===== src/rtl/reg_write_arbiter.sv =====
// Round-robin arbiter sharing the register file write port between the ALU and
// load unit, with a per-register pending-write scoreboard for RAW hazard detection.
module reg_write_arbiter #(
    parameter int NUM_REG = 16,
    parameter int ADDR_W  = 4,
    parameter int DATA_W  = 16
) (
    input  logic              clk_i,
    input  logic              rst_ni,
    input  logic              alu_valid_i,
    input  logic [ADDR_W-1:0] alu_rd_i,
    input  logic [DATA_W-1:0] alu_data_i,
    output logic              alu_ready_o,
    input  logic              mem_valid_i,
    input  logic [ADDR_W-1:0] mem_rd_i,
    input  logic [DATA_W-1:0] mem_data_i,
    output logic              mem_ready_o,
    input  logic              issue_valid_i,
    input  logic [ADDR_W-1:0] issue_rd_i,
    input  logic [ADDR_W-1:0] rs1_i,
    input  logic [ADDR_W-1:0] rs2_i,
    output logic              hazard_o,
    output logic              rf_write_o,
    output logic [ADDR_W-1:0] rf_rd_o,
    output logic [DATA_W-1:0] rf_writedata_o,
    output logic [15:0]       conflict_count_o
);

    localparam logic WIN_ALU = 1'b0;
    localparam logic WIN_MEM = 1'b1;
    localparam logic [ADDR_W-1:0] REG_ZERO = {ADDR_W{1'b0}};

    logic               grant_alu_s;
    logic               grant_mem_s;
    logic               conflict_s;
    logic               last_win_q,   last_win_d;
    logic               rf_write_q,   rf_write_d;
    logic [ADDR_W-1:0]  rf_rd_q,      rf_rd_d;
    logic [DATA_W-1:0]  rf_data_q,    rf_data_d;
    logic [NUM_REG-1:0] busy_q,       busy_d;
    logic [15:0]        conflict_q,   conflict_d;

    // Arbitration; grants are suppressed while reset is held
    always_comb begin
        grant_alu_s = 1'b0;
        grant_mem_s = 1'b0;
        conflict_s  = 1'b0;
        if (!rst_ni) begin
            grant_alu_s = 1'b0;
            grant_mem_s = 1'b0;
        end else if (alu_valid_i && mem_valid_i) begin
            conflict_s = 1'b1;
            if (last_win_q == WIN_MEM) begin
                grant_alu_s = 1'b1;
            end else begin
                grant_mem_s = 1'b1;
            end
        end else if (alu_valid_i) begin
            grant_alu_s = 1'b1;
        end else if (mem_valid_i) begin
            grant_mem_s = 1'b1;
        end else begin
            grant_alu_s = 1'b0;
        end
    end

    // Round-robin pointer moves only on conflict cycles
    always_comb begin
        last_win_d = last_win_q;
        if (conflict_s) begin
            last_win_d = grant_mem_s ? WIN_MEM : WIN_ALU;
        end else begin
            last_win_d = last_win_q;
        end
    end

    // Write-port register next state; r0 targets are accepted but never written
    always_comb begin
        rf_write_d = 1'b0;
        rf_rd_d    = rf_rd_q;
        rf_data_d  = rf_data_q;
        if (grant_alu_s) begin
            rf_write_d = (alu_rd_i != REG_ZERO);
            rf_rd_d    = alu_rd_i;
            rf_data_d  = alu_data_i;
        end else if (grant_mem_s) begin
            rf_write_d = (mem_rd_i != REG_ZERO);
            rf_rd_d    = mem_rd_i;
            rf_data_d  = mem_data_i;
        end else begin
            rf_write_d = 1'b0;
        end
    end

    // Scoreboard: clear on RF write, then set on issue so a newer producer wins
    always_comb begin
        busy_d = busy_q;
        if (rf_write_q) begin
            busy_d[rf_rd_q] = 1'b0;
        end else begin
            busy_d = busy_q;
        end
        if (issue_valid_i && (issue_rd_i != REG_ZERO)) begin
            busy_d[issue_rd_i] = 1'b1;
        end else begin
            busy_d[0] = 1'b0;
        end
        busy_d[0] = 1'b0;
    end

    // Saturating count of conflict cycles
    always_comb begin
        conflict_d = conflict_q;
        if (conflict_s && (conflict_q != 16'hFFFF)) begin
            conflict_d = conflict_q + 16'd1;
        end else begin
            conflict_d = conflict_q;
        end
    end

    // State registers
    always_ff @(posedge clk_i or negedge rst_ni) begin
        if (!rst_ni) begin
            last_win_q <= WIN_MEM;
            rf_write_q <= 1'b0;
            rf_rd_q    <= {ADDR_W{1'b0}};
            rf_data_q  <= {DATA_W{1'b0}};
            busy_q     <= {NUM_REG{1'b0}};
            conflict_q <= 16'd0;
        end else begin
            last_win_q <= last_win_d;
            rf_write_q <= rf_write_d;
            rf_rd_q    <= rf_rd_d;
            rf_data_q  <= rf_data_d;
            busy_q     <= busy_d;
            conflict_q <= conflict_d;
        end
    end

    assign alu_ready_o      = grant_alu_s;
    assign mem_ready_o      = grant_mem_s;
    assign hazard_o         = ((rs1_i != REG_ZERO) && busy_q[rs1_i]) ||
                              ((rs2_i != REG_ZERO) && busy_q[rs2_i]);
    assign rf_write_o       = rf_write_q;
    assign rf_rd_o          = rf_rd_q;
    assign rf_writedata_o   = rf_data_q;
    assign conflict_count_o = conflict_q;

endmodule


===== config.mk =====
export PLATFORM = sky130hd
export DESIGN_NAME = reg_write_arbiter
export DESIGN_NICKNAME = d
export VERILOG_FILES = /design/src/rtl/reg_write_arbiter.sv
export SDC_FILE = /design/constraint.sdc
export NUM_CORES = 1
export LEC_CHECK = 0
export BUFFER_PORTS_ARGS = -buffer_cell sky130_fd_sc_hd__buf_2
export CAP_MARGIN = 40
export CORE_UTILIZATION = 50
export DETAILED_ROUTE_END_ITERATION = 7
export PLACE_DENSITY = 0.8
export SYNTH_ARGS = -nofsm -noshare
export SYNTH_HDL_FRONTEND = slang
export SYNTH_SLANG_ARGS = --single-unit

===== constraint.sdc =====
create_clock -name clk_i -period 1.71 [get_ports clk_i]
set_input_delay 0.171 -clock clk_i [delete_from_list [all_inputs] [get_ports clk_i]]
set_output_delay 0.171 -clock clk_i [all_outputs]
set_load 0.03 [all_outputs]

**Word level (Yosys, flattened, before mapping)**

Cells that the tools add are included.

- Bits in registers: 53
- Output and inout port bits: 40

- Add/subtract/negate cells: 1
- $lt $le $gt $ge: 6
- Equal/unequal tests: 1
- Mux-type cells: 28
- Bitwise gates (word level): 3
- Reduce and logical (&&, ||, !) cells: 14

Operator list:

| operator | number |
|---|---|
| $mux 16 | 3 |
| $lt 4x5->1 const B | 4 |
| $reduce_bool 4->1 | 5 |
| $mux 1 | 18 |
| $add 16x1->16 const B | 1 |
| $and 16x16->16 | 1 |
| $ne 16x16->1 const B | 1 |
| $not 16->16 | 1 |
| $or 16x16->16 | 1 |
| $mux 15 | 1 |
| $bmux 1 s4 | 2 |
| $demux 1 s4 | 2 |
| $ge 4x1->1 const B | 2 |
| $mux 4 | 2 |
| $logic_and 1x1->1 | 7 |
| $reduce_bool 2->1 | 1 |
| $logic_or 1x1->1 | 1 |

**Depth between registers and ports, before layout**

Gate-level depths: netlist (run 1).

- Word-level depth: 9
- Gate-level depth with buffers: 5
- Depth with buffers taken out: 5

**Worst setup path after synthesis (run 1)**

Ideal clock, no wire load.

- Path type: reg2reg
- From: reg conflict_q[0] (netlist: conflict_count_o[0])
- To: reg conflict_q[14] (netlist: conflict_count_o[14])
- Setup time: 0.125 ns
- Arrival: 1.651 ns
- Data required time: 1.585 ns
- Setup slack: -0.065 ns
- Cell stages (with the launch flop): 6
- Path buffers: 0
- Clock period less this slack: 1.775 ns
- Cells stage by stage: dfrtp_1 -> ha_1 -> nand3_1 -> nor2_1 -> nand4_1 -> mux2_2

- Cells in the longest elaborated chain, start to end: 2
- Elaborated cells on any way between the ends: 3
- Those cells by class: add/sub (1); eq/ne (1); reduce/logical (1)

RTL lines:

| item | RTL line | source |
|---|---|---|
| start, declared | 41 | `logic [15:0] conflict_q, conflict_d;` |
| start signal, assigned | 136 | `conflict_q <= conflict_d;` |
| parallel branches: the longest is 2 deep, another holds $add 16x1->16 | - |  |

Several ways; the timed one is not identified.
A chain may end at the register's enable or synchronous reset.

**Worst setup path after layout (run 1)**

- From: reg busy_q[6]
- To: out hazard_o

- Cells in the longest elaborated chain, start to end: 4
- Elaborated cells on any way between the ends: 7
- Those cells by class: mux (4); reduce/logical (3)

RTL lines:

| item | RTL line | source |
|---|---|---|
| start, declared | 40 | `logic [NUM_REG-1:0] busy_q, busy_d;` |
| start signal, assigned | 128 | `busy_q <= {NUM_REG{1'b0}};` |
| start signal, assigned | 135 | `busy_q <= busy_d;` |
| $bmux 1 s4 (on tied branches) | 142, 143 |  |
| $mux 1 (on tied branches) | 142, 143 |  |
| $logic_and 1x1->1 (on tied branches) | 142, 143 |  |
| $logic_or 1x1->1 (*) | 142 | `assign hazard_o = ((rs1_i != REG_ZERO) && busy_q[rs1_i]) \|\|` |
| end, declared | 22 | `output logic hazard_o,` |

Mark *: on every way between the ends. The rest lies on a longest branch, timed or not. The select of a mux whose other input is x is not followed.

==> run metrics, run 1 <==
status finished with violations; failing checks negative hold slack, negative setup slack; cells after synthesis 258; core area 5140 sq um; fmax 495 MHz; DP HPWL 5110 um; Async SR Flop Fraction 100%; peak supply drop 0.959 mV; mapped cell area 2690 sq um; Yosys top cell by area dfrtp_1; Die Wd 75.4 um; Cell Count Post-Placement 433; DRC violations left 0; ant diodes 0; Primary FF master, synth dfrtp_1; Vias/cell 5.66; Clk Latency, worst-skew pair 0.30 ns; Reg clk slew, reported paths 0.10 ns; GRT Total Usage 25.2%; flip-flop and latch area 1330 sq um; Final period util 118%; Layout area overhead 35.6%; skew final 0.00468 ns; Final nets 436; crit path time final 2.02 ns; Slew Limit Fails 0; commonest non-fill, non-tap cell in the layout buf_2; Ports 97; DRT Wirelength 7040 um; final worst slack -0.312 ns; Row Count 26; max-capacitance violation count 0; Vias 2541; Crit Path Max Fanout 3; CP arrival 1.85 ns; crit end category output port; unrepaired setup endpoints after global routing yes; top post-synthesis cells by area dfrtp_1 (48%), o21ai_0 (6.1%), a222oi_1 (5.9%); final instance area 3650 sq um; initial core utilization 52.4%; Yosys top cell area share 48.3%; root buffer cell clkbuf_8; clock sink count 53; EDFF count, synth 0; Routability Congestion 0.904; Die Span Y 75.4 um; worst hold slack -0.0110 ns; WL/cell 15.7 um; Post-DP Area 3370 sq um; drt first pass iters 5; CTS tree yes; Iter 0 DRT Violations 203; CTS max path bufs 2; commonest cells after routing, fill and taps aside buf_2 (94), dfrtp_1 (51), o21ai_0 (33); Max transition margin 61.7%; Post-DRT Antenna Nets 0; PortBufs 96; CTS Buf Count 5; Hold Crit Class in2async; Hold Vio Cnt, Final 18; Layout Cells excl Fill 449; post-synthesis cell type count 45; antenna violations before repair 0; leakage power 1.74 nW; worst r2r path cells 5; Multi-input gate area 1330 sq um; die area 5680 sq um; pwr dens 1230 nW/um^2; critical setup path kind reg2out; syn_nets 316; YS warnings 0; Syn Area/Cell 10.4 sq um; worst slew pin tran 0.574 ns; share of cells above drive strength 1 43.3%; H-tree depth 2; FILL cells 413; Critical Path Source Type flip-flop; Seq/Total Area, Yosys 49.3%; final setup violating endpoints 1; first-pass GRT wire length 10600 um; largest net degree at the start of global routing 46; via count of the first global-routing pass 2367; Synth Register Bits 53; GRT overflow 0; Data required, critical path 1.54 ns
-- metal layers --
| metal | wire length [um] | track usage, % |
|---|---|---|
| met5 | 0 | 0 |
| met2 | 3590 | 43.1 |
| met1 | 2970 | 32.5 |
| met4 | 154 | 9.05 |
| met3 | 329 | 4.23 |
-- worst max-delay path: stages, from the launching register on --
cell	delay [ns]
dfrtp_1	0.40
mux4_2	0.47
nor3b_2	0.16
nor4_1	0.07
a311o_1	0.29
buf_6	0.14
-- report_power, final --
part           internal, mW  total [mW]  switching, mW
clock                 0.439       0.859          0.420
sequential             1.61        1.91          0.299
combinational         0.742        1.71          0.965
-- final cells by class --
| class | instances | share of cell area, % |
|---|---|---|
| Timing Repair Buffer | 121 | 19.4 |
| Clock buffer | 5 | 1.88 |
| Clock inverter | 3 | 1.27 |
| Multi-Input combinational cell | 175 | 36.4 |
| Inverter | 22 | 2.26 |
| Tap cell | 70 | 2.40 |
| Sequential cell | 53 | 36.4 |
-- cells by family after synthesis --
family / after synthesis / share of synthesized area, %
fa+ha+maj: 1 / 0.465
compound gates: 75 / 18.9
simple gates: 72 / 15.1
xor+xnor: 10 / 3.25
buf+inv: 30 / 4.41
flops: 53 / 49.3
mux: 17 / 8.55
-- state kept, by name, indices dropped and copies added, names as in the netlist --
| name | count |
|---|---|
| busy_q | 15 |
| conflict_count_o | 16 |
| last_win_q | 1 |
| rf_rd_o | 4 |
| rf_write_o | 1 |
| rf_writedata_o | 16 |
-- repair_timing --
item                       4_1_cts  5_1_grt
pin swaps                        2        2
setup buffers                    4        2
gates cloned                     0        1
hold buffers                     1        0
gates resized for setup          7       13
hold endpoints to repair         8        0
setup endpoints to repair        3        8
-- stage by stage --
stage | total power, mW | TNS, ns | worst slack, ns | hold WS (ns) | util, %
floorplan | 2.85 | 0 | 0.0288 | -0.125 | -
global placement | 3.37 | -0.0226 | -0.0226 | 0.143 | 65.5
detailed placement | 3.43 | -0.0733 | -0.0733 | 0.136 | 65.5
CTS | 4.41 | -0.322 | -0.322 | 0.00723 | 69.2
global route | 4.72 | -0.382 | -0.374 | 0.0296 | 71.0
finish | 4.47 | -0.312 | -0.312 | -0.0110 | 71.0
-- synthesized netlist by cell type, types with 2 or more instances --
master	count
nand4_1	3
nand2_1	19
xnor2_1	3
clkbuf_1	5
nand3_1	10
mux2i_1	5
a211oi_1	5
xor2_1	7
o31ai_1	2
o21ai_0	33
or3b_2	2
buf_2	2
dfrtp_1	52
and3_1	2
inv_1	22
a222oi_1	16
nor2_1	8
nor4_1	3
nand3b_1	4
o41ai_1	2
mux4_2	4
a21oi_1	10
nand2b_1	7
mux2_2	8
nor3_1	4
-- path summary, 6_finish.rpt --
kind / from / endpoint / slack (ns)
worst max register to register: conflict_count_o[0]$_DFFE_PN0P_ / conflict_count_o[6]$_DFFE_PN0P_ / 0.12
max in group asynchronous: rst_ni / last_win_q$_DFFE_PN1P_ / 0.98
worst max-delay path: busy_q[6]$_DFF_PN0_ / hazard_o / -0.31
min in group clk_i: mem_data_i[12] / rf_writedata_o[12]$_DFFE_PN0P_ / 0.07
worst min register to register: rf_writedata_o[1]$_DFFE_PN0P_ / rf_writedata_o[1]$_DFFE_PN0P_ / 0.48
worst min-delay path: rst_ni / conflict_count_o[1]$_DFFE_PN0P_ / -0.01
No activity file was read; power rests on OpenSTA's default activity.
==> inputs of run 2 (changes only) <==
--- a/config.mk
+++ b/config.mk
@@ -9,6 +9,7 @@
 export CAP_MARGIN = 40
 export CORE_UTILIZATION = 50
 export DETAILED_ROUTE_END_ITERATION = 7
+export GPL_TIMING_DRIVEN = 0
 export PLACE_DENSITY = 0.8
 export SYNTH_ARGS = -nofsm -noshare
 export SYNTH_HDL_FRONTEND = slang
==> constraint.sdc (replaced) <==
create_clock -name clk_i -period 1.71 [get_ports clk_i]
set_input_delay 0.2565 -clock clk_i [delete_from_list [all_inputs] [get_ports clk_i]]
set_output_delay 0.2565 -clock clk_i [all_outputs]
set_load 0.03 [all_outputs]
==> run 2 against run 1 <==
- the flow finishes with violations (negative setup slack)
- maximum frequency is 5.2% lower
- clock skew is 0.0081 ns higher
- global-route usage is 1.7 points higher
- routed wire length is 6.1% higher
==> run metrics, run 2 (synthesis gave the netlist of run 1 again) <==
die area 5680 sq um (unchanged); Ports 97 (unchanged); via count of the first global-routing pass 2414 (+2.0%); largest net degree at the start of global routing 27 (-41%); DRC violations left 0 (unchanged); H-tree depth 2 (unchanged); leakage power 1.78 nW (+2.1%); unrepaired setup endpoints after global routing yes; Die Span Y 75.4 um (unchanged); Max transition margin 70.2% (+8.5 points); share of cells above drive strength 1 42.0% (-1.3 points); RR Endpoint conflict_count_o[5]$_DFFE_PN0P_; max-capacitance violation count 0 (unchanged); DP HPWL 4990 um (-2.4%); Hold Vio Cnt, Final 0 (-18); Final nets 436 (unchanged); Row Count 26 (unchanged); Layout area overhead 38.1%; drt first pass iters 5 (unchanged); Crit Path Max Fanout 3 (unchanged); Critical Path Source Type flip-flop; CP arrival 1.88 ns (+0.03 ns); critical setup path kind reg2out; Routability Congestion 0.850 (-6.0%); R2R Setup Slk -0.01 ns (-0.13 ns); Reg clk slew, reported paths 0.10 ns (about the same); final worst slack -0.423 ns (-0.112 ns); pre-CTS WS -0.822 ns (-0.749 ns); first-pass GRT wire length 11400 um (+6.9%); Vias/cell 5.78 (+2.0%); CTS max path bufs 2 (unchanged); antenna violations before repair 0 (unchanged); Clk Latency, worst-skew pair 0.30 ns (about the same); core area 5140 sq um (unchanged); initial core utilization 52.4% (unchanged); commonest non-fill, non-tap cell in the layout buf_2; Data required, critical path 1.45 ns (-0.09 ns); GRT Total Usage 26.9% (+1.7 points); status finished with violations; clock sink count 53 (unchanged); peak supply drop 1.01 mV (+5.7%); DRT Wirelength 7460 um (+6.1%); Slew Limit Fails 0 (unchanged); failing checks negative setup slack; Critical R2R Launch conflict_count_o[1]$_DFFE_PN0P_; worst slew pin tran 0.444 ns (-0.130 ns); Final period util 125% (+6.5 points); pwr dens 1210 nW/um^2 (-0.98%); worst r2r path cells 7 (+2); CTS Buf Count 5 (unchanged); Vias 2593 (+2.0%); Iter 0 DRT Violations 193 (-4.9%); setup TNS -0.442 ns (-0.130 ns); PortBufs 95 (-1.0%); crit path time final 2.13 ns (+0.112 ns); final setup violating endpoints 3 (+2); commonest cells after routing, fill and taps aside buf_2 (92), dfrtp_1 (51), o21ai_0 (33); skew final 0.0128 ns (+0.00808 ns); root buffer cell clkbuf_8; GRT overflow 0 (unchanged); WL/cell 16.6 um (+6.1%); Die Wd 75.4 um (unchanged); CTS tree yes; ant diodes 0 (unchanged); Post-DRT Antenna Nets 0 (unchanged); total design power 4.51 mW (+0.85%); fmax 469 MHz (-5.2%); Hold Crit Class in2async; crit end category output port; worst hold slack 0.0305 ns (+0.0415 ns)
## run 2: cell count changes in the layout (fill, tap and decap cells not counted), moves of 2 or more
cell      before  now
clkbuf_1       0    5
buf_4         23   16
buf_2         94   92
buf_12         1    5
clkbuf_8       5    7
## run 2: routing by layer
| layer | share of wire [%] | track usage (%) | vias to the layer above |
|---|---|---|---|
| li1 | - | - | 1207 |
| met1 | 42 | 35.3 | 1250 |
| met2 | 50 | 45.9 | 124 |
| met3 | 6.5 | 6.08 | 12 |
| met4 | 1.6 | 5.76 | 0 |
| met5 | 0 | 0 | - |
## run 2: per-stage QoR
step | instance area (sq um) | std cells | util [%]
6_report | 3720 | 449 | 72.3
4_1_cts | 3610 | 441 | 70.2
3_5_place_dp | 3280 | 424 | 63.8
5_1_grt | 3720 | 449 | 72.3
3_3_place_gp | 3260 | 423 | 63.4
2_1_floorplan | 2700 | 258 | -
## run 2: where the power goes
group	internal [mW]	switching, mW	total [mW]
registers	1.61	0.350	1.96
clock network	0.478	0.397	0.874
logic	0.727	0.951	1.68
total	2.82	1.70	4.51
## run 2: worst max path at each step
stage | from | to | slack, ns | cells past startpoint
2_1_floorplan | busy_q[7]$_DFF_PN0_ | hazard_o | 0.003 | 4
3_3_place_gp | rst_ni | mem_ready_o | -0.95 | 5
3_5_place_dp | rst_ni | mem_ready_o | -0.82 | 6
4_1_cts | busy_q[7]$_DFF_PN0_ | hazard_o | -0.41 | 5
5_1_grt | busy_q[14]$_DFF_PN0_ | hazard_o | -0.49 | 5
6_report | busy_q[6]$_DFF_PN0_ | hazard_o | -0.42 | 5
## run 2: final cells by class
cell class	instances	area (sq um)
Inverter	22	82.6
Buffer	7	47.5
Clock buffer	7	86.3
Multi-Input combinational cell	175	1340
Sequential cell	53	1330
Timing Repair Buffer	114	712
Clock inverter	1	30.0
Tap cell	70	87.6
Fill cell	371	1420
## run 2: critical path, cell delays in order (launching register included)
cell	delay (ns)
dfrtp_1	0.41
mux4_2	0.48
nor3b_2	0.16
nor4_1	0.06
a311o_1	0.30
buf_6	0.15
## run 2: what timing repair did
item / CTS / global route
pin swaps: 1 / 7
hold buffers: 4 / 0
setup endpoints to repair: 35 / 17
gates resized for setup: 21 / 10
hold endpoints to repair: 52 / 0
setup buffers: 5 / 9
cloned: 0 / 0
==> inputs of run 3 (changes only) <==
--- a/config.mk
+++ b/config.mk
@@ -7,10 +7,10 @@
 export LEC_CHECK = 0
 export BUFFER_PORTS_ARGS = -buffer_cell sky130_fd_sc_hd__buf_2
 export CAP_MARGIN = 40
-export CORE_UTILIZATION = 50
+export CORE_UTILIZATION = 45
 export DETAILED_ROUTE_END_ITERATION = 7
 export GPL_TIMING_DRIVEN = 0
-export PLACE_DENSITY = 0.8
+export PLACE_DENSITY = 0.76
 export SYNTH_ARGS = -nofsm -noshare
 export SYNTH_HDL_FRONTEND = slang
 export SYNTH_SLANG_ARGS = --single-unit
==> constraint.sdc (replaced) <==
create_clock -name clk_i -period 1.92 [get_ports clk_i]
set_input_delay 0.288 -clock clk_i [delete_from_list [all_inputs] [get_ports clk_i]]
set_output_delay 0.288 -clock clk_i [all_outputs]
set_load 0.03 [all_outputs]
==> run 3 against run 2 <==
- the flow still finishes with violations (negative setup slack)
- sequential share of layout area rose by 2.0 points
- final area fell by 5.5%
- routed wire length shrank 7.8%
- utilization decreased by 10 points
- sequential power shrank 12%
- critical path depth is the same
- via count down 3.2%
- non-clock buffer count decreased by 10
- hold slack better by 0.16 ns
- worst setup slack better by 0.18 ns
- critical path type unchanged
==> run metrics, run 3 (synthesis gave the netlist of run 1 again) <==
status finished with violations; failing checks negative setup slack; FILL cells 490 (+32%); gr busiest metal met2; DRT Wirelength 6880 um (-7.8%); Die Span Y 79.4 um (+5.3%); crit path time final 2.16 ns; die area 6300 sq um (+11%); initial core utilization 47.7% (-4.7 points); slowest stage cell, crit path mux4_2; Layout area overhead 30.5%; final core utilization 62.3% (-10 points); Multi-input gate area 1290 sq um (-4.1%); Clock Power Share 20.3% (+0.9 points); via count of the first global-routing pass 2368 (-1.9%); Vias 2511 (-3.2%); Data required, critical path 1.63 ns (+0.18 ns); met1 GRT Util 30.5% (-4.8 points); GRT overflow 0 (unchanged); GRT Total Usage 23.2% (-3.7 points); max incr delay on CP 0.50 ns (+0.02 ns); skew final 0.00471 ns (-0.00805 ns); Post-DRT Antenna Nets 0 (unchanged); top cell family by delay on the critical path multiplexers; first-pass GRT wire length 11300 um (-0.61%); Routability Congestion 0.824 (-3.1%); commonest non-fill, non-tap cell in the layout buf_2; peak supply drop 0.566 mV (-44%); critical path cell sequence mux4_2 > nor3b_2 > nor4_1 > a311o_1 > buf_6; antenna violations before repair 0 (unchanged); PortBufs 95 (unchanged); worst slew pin tran 0.578 ns (+0.135 ns); critical setup path kind reg2out; pwr dens 1100 nW/um^2 (-9.5%); CP arrival 1.88 ns (about the same); fmax 462 MHz; Die Wd 79.4 um (+5.3%); Final nets 426 (-2.3%); Reg clk slew, reported paths 0.09 ns (about the same); CTS max path bufs 2 (unchanged); final setup violating endpoints 1 (-2); Hold Vio Cnt, Final 0 (unchanged); Iter 0 DRT Violations 170 (-12%); Pint 2.42 mW (-14%); core area 5640 sq um (+9.8%); leakage power 1.70 nW (-4.6%); unrepaired setup endpoints after global routing yes; met2 usage 39.1% (-6.8 points); Row Count 27 (+3.8%); Clk Latency, worst-skew pair 0.30 ns (about the same); DP HPWL 5090 um (+2.0%); met3 Track Usage GR 4.83% (-1.3 points); Max transition margin 61.2% (-9.0 points); Sw Pwr 1.44 mW (-15%); setup TNS -0.244 ns (+0.198 ns); commonest cells after routing, fill and taps aside buf_2 (95), dfrtp_1 (52), o21ai_0 (33); clock sink count 53 (unchanged); Flop pwr share 44.7% (+1.3 points); final instance area 3510 sq um (-5.5%); crit end category output port; share of cells above drive strength 1 37.9% (-4.0 points); root buffer cell clkbuf_8; part of the power in combinational logic 35.0% (-2.2 points); switch share 37.4% (-0.22 points); Ports 97 (unchanged); Post-DP Area 3280 sq um (unchanged); Vias/cell 5.69 (-1.4%); CTS tree yes; flip-flop and latch area 1330 sq um (about the same); CTS Buf Count 5 (unchanged); Final period util 113%; H-tree depth 2 (unchanged); total design power 3.86 mW (-14%); max-capacitance violation count 0 (unchanged); drt first pass iters 7 (+2); DRC violations left 0 (unchanged); Slew Limit Fails 0 (unchanged); largest net degree at the start of global routing 29 (+7.4%); Hold Crit Class in2reg; final worst slack -0.244 ns (+0.180 ns); Critical Path Source Type flip-flop; worst path bufs/invs 1 (unchanged); Crit Path Max Fanout 3 (unchanged); WL/cell 15.6 um (-6.2%); ant diodes 0 (unchanged)
## run 3: changes by cell type in the layout (fill, tap and decap cells not counted), moves of 2 or more
cell,delta
buf_12,-4
dlygate4sd3_1,+2
buf_4,-9
buf_2,+3
## run 3: worst register-to-register path: cells and delay by family (launching register included)
kind               cells  cell delay [ns]
AOI/OAI and AO/OA      1             0.15
DFF                    1             0.47
muxes                  1             0.29
and+or+nand+nor        2             0.71
## run 3: final cells by class
cell class | count | area share, %
sequential | 53 | 37.8
multi-input combinational | 175 | 36.7
timing repair buffer | 103 | 16.2
tap | 72 | 2.56
clock buffer | 7 | 2.46
inverter | 22 | 2.35
buffer | 8 | 1.14
clock inverter | 1 | 0.854
## run 3: worst paths after layout
kind | start | end | slack, ns | cells past startpoint
max | busy_q[7]$_DFF_PN0_ | hazard_o | -0.24 | 5
min | mem_data_i[9] | rf_writedata_o[9]$_DFFE_PN0P_ | 0.19 | 3
max reg2reg | conflict_count_o[8]$_DFFE_PN0P_ | conflict_count_o[1]$_DFFE_PN0P_ | 0.21 | 4
min reg2reg | rf_writedata_o[0]$_DFFE_PN0P_ | rf_writedata_o[0]$_DFFE_PN0P_ | 0.48 | 2
max in group asynchronous | rst_ni | busy_q[13]$_DFF_PN0_ | 1.05 | 3
min in group asynchronous | rst_ni | rf_writedata_o[9]$_DFFE_PN0P_ | 0.43 | 2
## run 3: per-stage QoR
stage	setup slack [ns]	hold WS, ns	cells
detailed placement	-0.485	0.350	426
CTS	-0.243	0.188	438
global route	-0.307	0.185	441
global placement	-0.884	0.460	425
finish	-0.244	0.194	441
floorplan	0.145	-0.00759	258
## run 3: repair_timing
action	4_1_cts	5_1_grt
buffers inserted	2	2
hold buffers	2	0
cloned	0	0
pin swaps	0	2
endpoints found under the setup margin	4	3
hold endpoints to repair	24	0
gates resized for setup	11	2
## run 3: power groups by stage
stage	logic, mW	clock network [mW]	registers, mW
after floorplan	0.586	0	1.95
after global placement	1.23	0	1.73
after detailed placement	1.27	0	1.73
after CTS	1.35	0.796	1.72
after global routing	1.48	0.842	1.76
final	1.35	0.782	1.72
## run 3: metal layers
| layer | vias to the layer above | share of wire (%) |
|---|---|---|
| li1 | 1190 | - |
| met1 | 1194 | 43 |
| met2 | 123 | 50 |
| met3 | 4 | 6.9 |
| met4 | 0 | 0.58 |
| met5 | - | 0 |
